<file path="src/rtl/mandel_pkg.sv">
// Shared types for the Mandelbrot pipeline: scan controller state encoding.
package mandel_pkg;

    typedef enum logic [1:0] {
        IDLE = 2'd0,
        RUN  = 2'd1,
        DONE = 2'd2
    } scan_state_t;

endpackage

</file>
<file path="src/rtl/wrap_counter.sv">
// Modulo-(MAX+1) counter with synchronous clear; at_max flags the terminal count.
module wrap_counter #(
    parameter int MAX = 1,
    parameter int W   = 1
) (
    input  logic         clk,
    input  logic         rst,
    input  logic         clr,
    input  logic         inc,
    output logic [W-1:0] value,
    output logic         at_max
);

    localparam logic [W-1:0] MAX_V = W'(MAX);

    assign at_max = (value == MAX_V);

    always_ff @(posedge clk) begin
        if (rst || clr) begin
            value <= '0;
        end else if (inc) begin
            value <= at_max ? '0 : value + W'(1);
        end
    end

endmodule

</file>
<file path="src/rtl/raster_scanner.sv">
// Raster-order coordinate generator feeding the iteration engine, one pixel per handshake.
module raster_scanner
    import mandel_pkg::*;
#(
    parameter int H_PIX = 640,
    parameter int V_PIX = 480,
    parameter int FRM_W = 8,
    localparam int X_W   = $clog2(H_PIX),
    localparam int Y_W   = $clog2(V_PIX),
    localparam int IDX_W = $clog2(H_PIX * V_PIX)
) (
    input  logic             clk,
    input  logic             rst,
    input  logic             start,
    input  logic             abort,
    input  logic             continuous,
    input  logic             out_ready,
    output logic             out_valid,
    output logic [X_W-1:0]   x,
    output logic [Y_W-1:0]   y,
    output logic [IDX_W-1:0] idx,
    output logic             eol,
    output logic             frame_done,
    output logic [FRM_W-1:0] frame_cnt,
    output logic             busy,
    output scan_state_t      state
);

    localparam logic [X_W-1:0] X_PENULT = X_W'(H_PIX - 2);

    // Handshake: a coordinate transfers on a rising edge where out_valid && out_ready;
    // while out_ready is low the presented coordinate and eol are held unchanged.
    logic hs;
    logic x_at_max;
    logic y_at_max;
    logic last_pix;

    assign hs       = out_valid && out_ready;
    assign last_pix = x_at_max && y_at_max;

    // Counters return to zero on their own after the last pixel, so they only
    // need an explicit clear on abort.
    wrap_counter #(
        .MAX (H_PIX - 1),
        .W   (X_W)
    ) u_x_cnt (
        .clk    (clk),
        .rst    (rst),
        .clr    (abort),
        .inc    (hs),
        .value  (x),
        .at_max (x_at_max)
    );

    wrap_counter #(
        .MAX (V_PIX - 1),
        .W   (Y_W)
    ) u_y_cnt (
        .clk    (clk),
        .rst    (rst),
        .clr    (abort),
        .inc    (x_at_max && hs),
        .value  (y),
        .at_max (y_at_max)
    );

    always_ff @(posedge clk) begin
        if (rst) begin
            state      <= IDLE;
            out_valid  <= 1'b0;
            idx        <= '0;
            eol        <= 1'b0;
            frame_done <= 1'b0;
            frame_cnt  <= '0;
            busy       <= 1'b0;
        end else begin
            frame_done <= 1'b0;
            if (abort) begin
                state     <= IDLE;
                out_valid <= 1'b0;
                idx       <= '0;
                eol       <= 1'b0;
                busy      <= 1'b0;
            end else begin
                case (state)
                    IDLE: begin
                        if (start) begin
                            state     <= RUN;
                            out_valid <= 1'b1;
                            busy      <= 1'b1;
                            idx       <= '0;
                            eol       <= 1'b0;
                        end
                    end
                    RUN: begin
                        if (hs) begin
                            if (last_pix) begin
                                frame_done <= 1'b1;
                                frame_cnt  <= frame_cnt + FRM_W'(1);
                                idx        <= '0;
                                eol        <= 1'b0;
                                if (!continuous) begin
                                    state     <= DONE;
                                    out_valid <= 1'b0;
                                    busy      <= 1'b0;
                                end
                            end else begin
                                idx <= idx + IDX_W'(1);
                                // Next x equals H_PIX-1 exactly when the current x is one short of it.
                                eol <= (x == X_PENULT);
                            end
                        end
                    end
                    DONE: begin
                        state <= IDLE;
                    end
                    default: begin
                        state     <= IDLE;
                        out_valid <= 1'b0;
                        busy      <= 1'b0;
                    end
                endcase
            end
        end
    end

endmodule

</file>
<file path="config.mk">
export PLATFORM = sky130hd
export DESIGN_NAME = raster_scanner
export DESIGN_NICKNAME = d
export VERILOG_FILES = /design/src/rtl/mandel_pkg.sv /design/src/rtl/wrap_counter.sv /design/src/rtl/raster_scanner.sv
export SDC_FILE = /design/constraint.sdc
export NUM_CORES = 1
export LEC_CHECK = 0
export BUFFER_PORTS_ARGS = -buffer_cell sky130_fd_sc_hd__buf_2
export CAP_MARGIN = 40
export CORE_ASPECT_RATIO = 1.1
export CORE_UTILIZATION = 48
export CTS_CLUSTER_SIZE = 30
export DETAILED_ROUTE_END_ITERATION = 10
export PLACE_DENSITY_LB_ADDON = 0.3
export RECOVER_POWER = 100
export SYNTH_ARGS = -nofsm -noshare
export SYNTH_HDL_FRONTEND = slang
export SYNTH_SLANG_ARGS = --single-unit
export TNS_END_PERCENT = 100
</file>
<file path="constraint.sdc">
create_clock -name clk -period 2.1 [get_ports clk]
set_input_delay 0.315 -clock clk [delete_from_list [all_inputs] [get_ports clk]]
set_output_delay 0.315 -clock clk [all_outputs]
set_load 0.05 [all_outputs]
</file>
== Word-level counts from Yosys, hierarchy flattened ==
Cells that the tools add are included.

* Bits in read-only memories: 0
* Register bits: 51
* Latch bits: 0
* Memories kept: 0
* RAM bits: 0
* Output and inout bits: 52

* Add/sub/neg operators: 4
* Bitwise gates (word level): 4
* $lt $le $gt $ge: 0
* Equality and inequality tests: 9
* $mul: 0
* Shift-type cells: 0
* Multiplexer cells: 21
* Reduce and logical (&&, ||, !) cells: 12
* Div/mod/pow operators: 0

{| class="wikitable"
|+ Operators by type and width
! operator !! number
|-
| two-way mux 19 bit || 3
|-
| case mux 19 bit (2 select lines) || 1
|-
| equality test 10 bit (second input constant) || 2
|-
| adder 19 x 1 -> 19 bit (second input constant) || 1
|-
| adder 10 x 1 -> 10 bit (second input constant) || 1
|-
| two-way mux 10 bit || 1
|-
| adder 9 x 1 -> 9 bit (second input constant) || 1
|-
| equality test 9 bit (second input constant) || 1
|-
| two-way mux 9 bit || 1
|-
| adder 8 x 1 -> 8 bit (second input constant) || 1
|-
| two-way mux 1 bit || 8
|-
| two-way mux 2 bit || 4
|-
| != test 2 bit (second input constant) || 4
|-
| AND reduction 4 bit || 2
|-
| AND reduction 5 bit || 1
|-
| inverter 1 bit || 4
|-
| case mux 2 bit (2 select lines) || 1
|-
| OR reduction 4 bit || 1
|-
| logical AND 1 bit || 3
|-
| case mux 1 bit (3 select lines) || 1
|-
| AND reduction 3 bit || 1
|-
| equality test 2 x 1 -> 1 bit (second input constant) || 1
|-
| equality test 2 bit (second input constant) || 1
|-
| zero test 2 bit || 1
|-
| other kinds (4) || 4
|}

== Depth between registers and ports, before layout ==
* Depth in word-level cells: 5
* Depth in mapped cells: 8
* Depth with buffers taken out: 5

== By module ==
Synthesis repeated with hierarchy kept, for this count alone.

* Cell total of the unflattened synthesis: 293
* Area total of the unflattened synthesis: 2567.5 µm²

{| class="wikitable"
|+ Modules (own cells, without submodules)
! module !! sequential area each (µm²) !! times used !! cells each !! area each (µm²)
|-
| raster_scanner || 640.6 || 1 || 181 || 1597.8
|-
| wrap_counter (u_x_cnt) || 200.2 || 1 || 57 || 500.5
|-
| wrap_counter (u_y_cnt) || 180.2 || 1 || 55 || 469.2
|}

== Worst setup path after synthesis ==
Ideal clock, no wire load.

* Path kind: flip-flop to flip-flop
* Start: register u_x_cnt.value[9]
* End: register u_y_cnt.value[7]
* Cell stages (with the launch flop): 6
* Clock period less this slack: 2.433 ns
* Setup time: 0.073 ns
* Data arrival time: 2.360 ns
* Buffers on the path: 1
* Setup slack: -0.333 ns
* Cells stage by stage: dfxtp_1 -> or3b_4 -> or4_1 -> buf_2 -> or4_1 -> a21oi_1

* Word-level cells in the longest chain between the ends: 2

{| class="wikitable"
|+ RTL lines
! what !! RTL line !! RTL
|-
| start: declaration || wrap_counter.sv:10 || <nowiki>output logic [W-1:0] value,</nowiki>
|-
| start signal: assignment || wrap_counter.sv:22 || <nowiki>value <= at_max ? '0 : value + W'(1);</nowiki>
|-
| equality test 10 bit || wrap_counter.sv:16 || <nowiki>assign at_max = (value == MAX_V);</nowiki>
|-
| logical AND 1 bit || raster_scanner.sv:62 || <nowiki>.inc (x_at_max && hs),</nowiki>
|-
| end signal: assignment || wrap_counter.sv:22 ||
|-
| end: declaration || wrap_counter.sv:10 ||
|}

Every way passes these cells.
A chain may end at the register's enable or synchronous reset.

== Worst setup path after layout ==
* Start: register u_x_cnt.value[9]
* End: register u_y_cnt.value[1]

Same word-level chain as after synthesis.

==> impl_metrics.ini <==
[run_status]
status = finished with violations
violations = design-rule violations

[die]
die_h_um = 78.1
pin_count = 58
dieArea_mm2 = 0.00556
rows = 27
coreArea_mm2 = 0.00503
die_w_um = 71.2
start_util_pct = 50.2

[power_and_ir_drop]
p_leak_nw = 1.13
p_per_area_mw_per_mm2 = 549
power.total_mw = 1.71
peakVddDrop_mv = 0.363

[detailed_routing]
via_per_inst = 5.92
dr.pass1.iters = 7
post_drt_wl_per_cell_um = 14.2
wirelength_um = 6070
drt_iter0_markers = 124
drc = 6
vias = 2535
drtAntennaViolNets = 0

[job]
cap_violations = 0

[worst_setup_path]
cp.arrival_ps = 2260
cpMaxStageDelayCell = or4_4
cp-end-kind = register
crit_chain = or3b_4 -> or4_4 -> or3b_2 -> a21oi_1
path_class = register to register
worstPathMaxFanout = 7
cp_top_family = simple AND/OR/NAND/NOR gates
start_kind = register
critPathRequiredTime_ps = 2340
slowest_delay_ps = 570
path_buf_inv = 0

[yosys]
synthCells = 303
ys_top_cells_by_area = dfxtp_1 40%, a21oi_1 6.5%, or4_1 4.8%
synth_cell_types = 41
yosys.area_share.simple_pct = 30.7
synth.most_common_cell = dfxtp_1
synth_area_mm2 = 0.00253
synth_top_family_by_area = simple AND/OR/NAND/NOR gates
synth-edff-count = 0
ys_seq_area_share_pct = 40.4
ys_seq_elements = 51
synth_top_area_cell = dfxtp_1
synth-adder-area-share_pct = 2.48
synth.top_cells.by_count = 51 x dfxtp_1, 33 x a21oi_1, 31 x nand2_1, 22 x nor2_1, 16 x or4_1
synth.mux.area_fraction_pct = 1.78
synth_top_area_share_pct = 40.4
synth_compound_area_share_pct = 16.6
synth-main-ff-cell = dfxtp_1
async_reset_ff_share_pct = 0
ys_warn_count = 0
synth_nets = 314
synthXorXnorAreaFrac_pct = 4.16
syn_area_per_cell_um2 = 8.34

[clock_tree]
clockBufferDepth = 2
numCtsBuffers = 5
cts.sink_count = 51
h-tree-depth = 2
cts_root_buf = clkbuf_8
cts_tree = built
postCtsHoldBufs = 0
clk_pin_slew_ps = 90
clk-insertion-delay-late_ps = 310

[sta]
min_period_ps = 2020
holdWs_ps = 189
relSlewSlack_pct = 60.5
grt_setup_unrepaired = true
finalCritPeriodShare_pct = 96.3
maxSlewViolCount = 0
hold_viol = 0
clock.fmax_mhz = 495
worstMarginPinSlew_ps = 594
fin_worst_skew_ps = 5.65
setup-violations-final = 0

[finish]
nFillCells = 452
final_nets = 380
instances_no_fill = 428
utilization_pct = 62.0
n_antenna_cell = 0
stdcell_area_mm2 = 0.00312
area_growth_pct = 23.4
drive_gt1_share_pct = 28.6

[placement]
portBuffers = 57
dp_hpwl_um = 4400
dp_cells = 419
placed_cell_area_mm2 = 0.00299
gp_congestion = 0.815

[grt]
grt_max_degree = 18
grt_antenna_before_repair = 0
grt_pass1_vias = 2239
track_usage_pct = 22.2
grt_overflow = 0
grt_pass1_wl_um = 10000

[worst_hold_path]
hold_path_class = input port to register
==> cell type report <==
class | count | area (µm²) | share of cell area [%]
clock inverter | 1 | 5.00 | 0.160
inverter | 9 | 33.8 | 1.08
multi-input combinational | 228 | 1450 | 46.5
clock buffer | 7 | 108 | 3.45
tap | 58 | 72.6 | 2.33
sequential | 51 | 1050 | 33.7
timing repair buffer | 74 | 398 | 12.8
==> state kept, by name, indices dropped and copies added, names as in the netlist <==
register       count
busy               1
frame_cnt          8
frame_done         1
state              2
idx               19
eol                1
u_y_cnt.value      9
u_x_cnt.value     10
==> metal layers <==
| metal | routed length, µm | vias up | part of all wire [%] | track usage [%] |
|---|---|---|---|---|
| met5 | 0 | - | 0 | 0 |
| met4 | 105 | 0 | 1.7 | 8.80 |
| met3 | 218 | 12 | 3.6 | 5.01 |
| met2 | 3030 | 68 | 50 | 38.2 |
| met1 | 2710 | 1198 | 45 | 26.7 |
| li1 | - | 1257 | - | - |
==> power breakdown <==
part	total (mW)	switching (mW)	internal, mW
logic	0.0769	0.0558	0.0211
clock network	0.666	0.327	0.338
registers	0.971	0.00625	0.964
total	1.71	0.390	1.32
==> what timing repair did <==
action	4_1_cts	5_1_grt
setup buffers	0	1
resized for setup	0	6
endpoints found under the setup margin	0	7
==> stage by stage <==
| step | setup WS (ps) | TNS (ps) |
|---|---|---|
| 6_report | 78.6 | 0 |
| 5_1_grt | -1.89 | -1.89 |
| 4_1_cts | 28.1 | 0 |
| 3_5_place_dp | 32.8 | 0 |
| 3_3_place_gp | 79.7 | 0 |
| 2_1_floorplan | -63.3 | -193 |
==> cell families (layout without fill, tap and decap cells) <==
family                     count (synthesis)  after routing
and+or+nand+nor                          137            137
AOI/OAI and AO/OA                         70             70
DFF                                       51             51
buffers and inverters                     24             91
xor gates and xnor gates                  12             12
adders and majority gates                  5              5
muxes                                      4              4
==> worst paths after layout <==
path                                       start          endpoint  slack [ps]  depth (start not counted)
worst max-delay path            u_x_cnt.value[9]  u_y_cnt.value[1]          80                          4
worst min-delay path                  continuous          state[1]         190                          2
worst max register to register  u_x_cnt.value[9]  u_y_cnt.value[1]          80                          4
worst min register to register               eol               eol         470                          2
==> layout by cell type (no fill, tap or decap), types with 3 or more instances in the layout <==
cell | netlist | layout
a21oi_1 | 33 | 33
and4_1 | 8 | 8
buf_2 | 4 | 45
buf_4 | 1 | 17
clkbuf_1 | 10 | 12
clkbuf_8 | 0 | 6
dfxtp_1 | 51 | 36
dfxtp_2 | 0 | 10
dfxtp_4 | 0 | 5
ha_1 | 5 | 5
inv_1 | 9 | 9
mux2_2 | 4 | 4
nand2_1 | 31 | 31
nand3_1 | 8 | 7
nand4_1 | 5 | 5
nor2_1 | 22 | 22
nor2b_1 | 5 | 5
nor3_1 | 5 | 5
nor4_1 | 9 | 6
nor4_2 | 0 | 3
o211ai_1 | 4 | 4
o21ai_0 | 11 | 11
o31ai_1 | 13 | 13
or3_1 | 9 | 9
or4_1 | 16 | 12
or4_4 | 0 | 4
xnor2_1 | 4 | 4
xor2_1 | 8 | 8
Power figures use the tool's default switching activity.
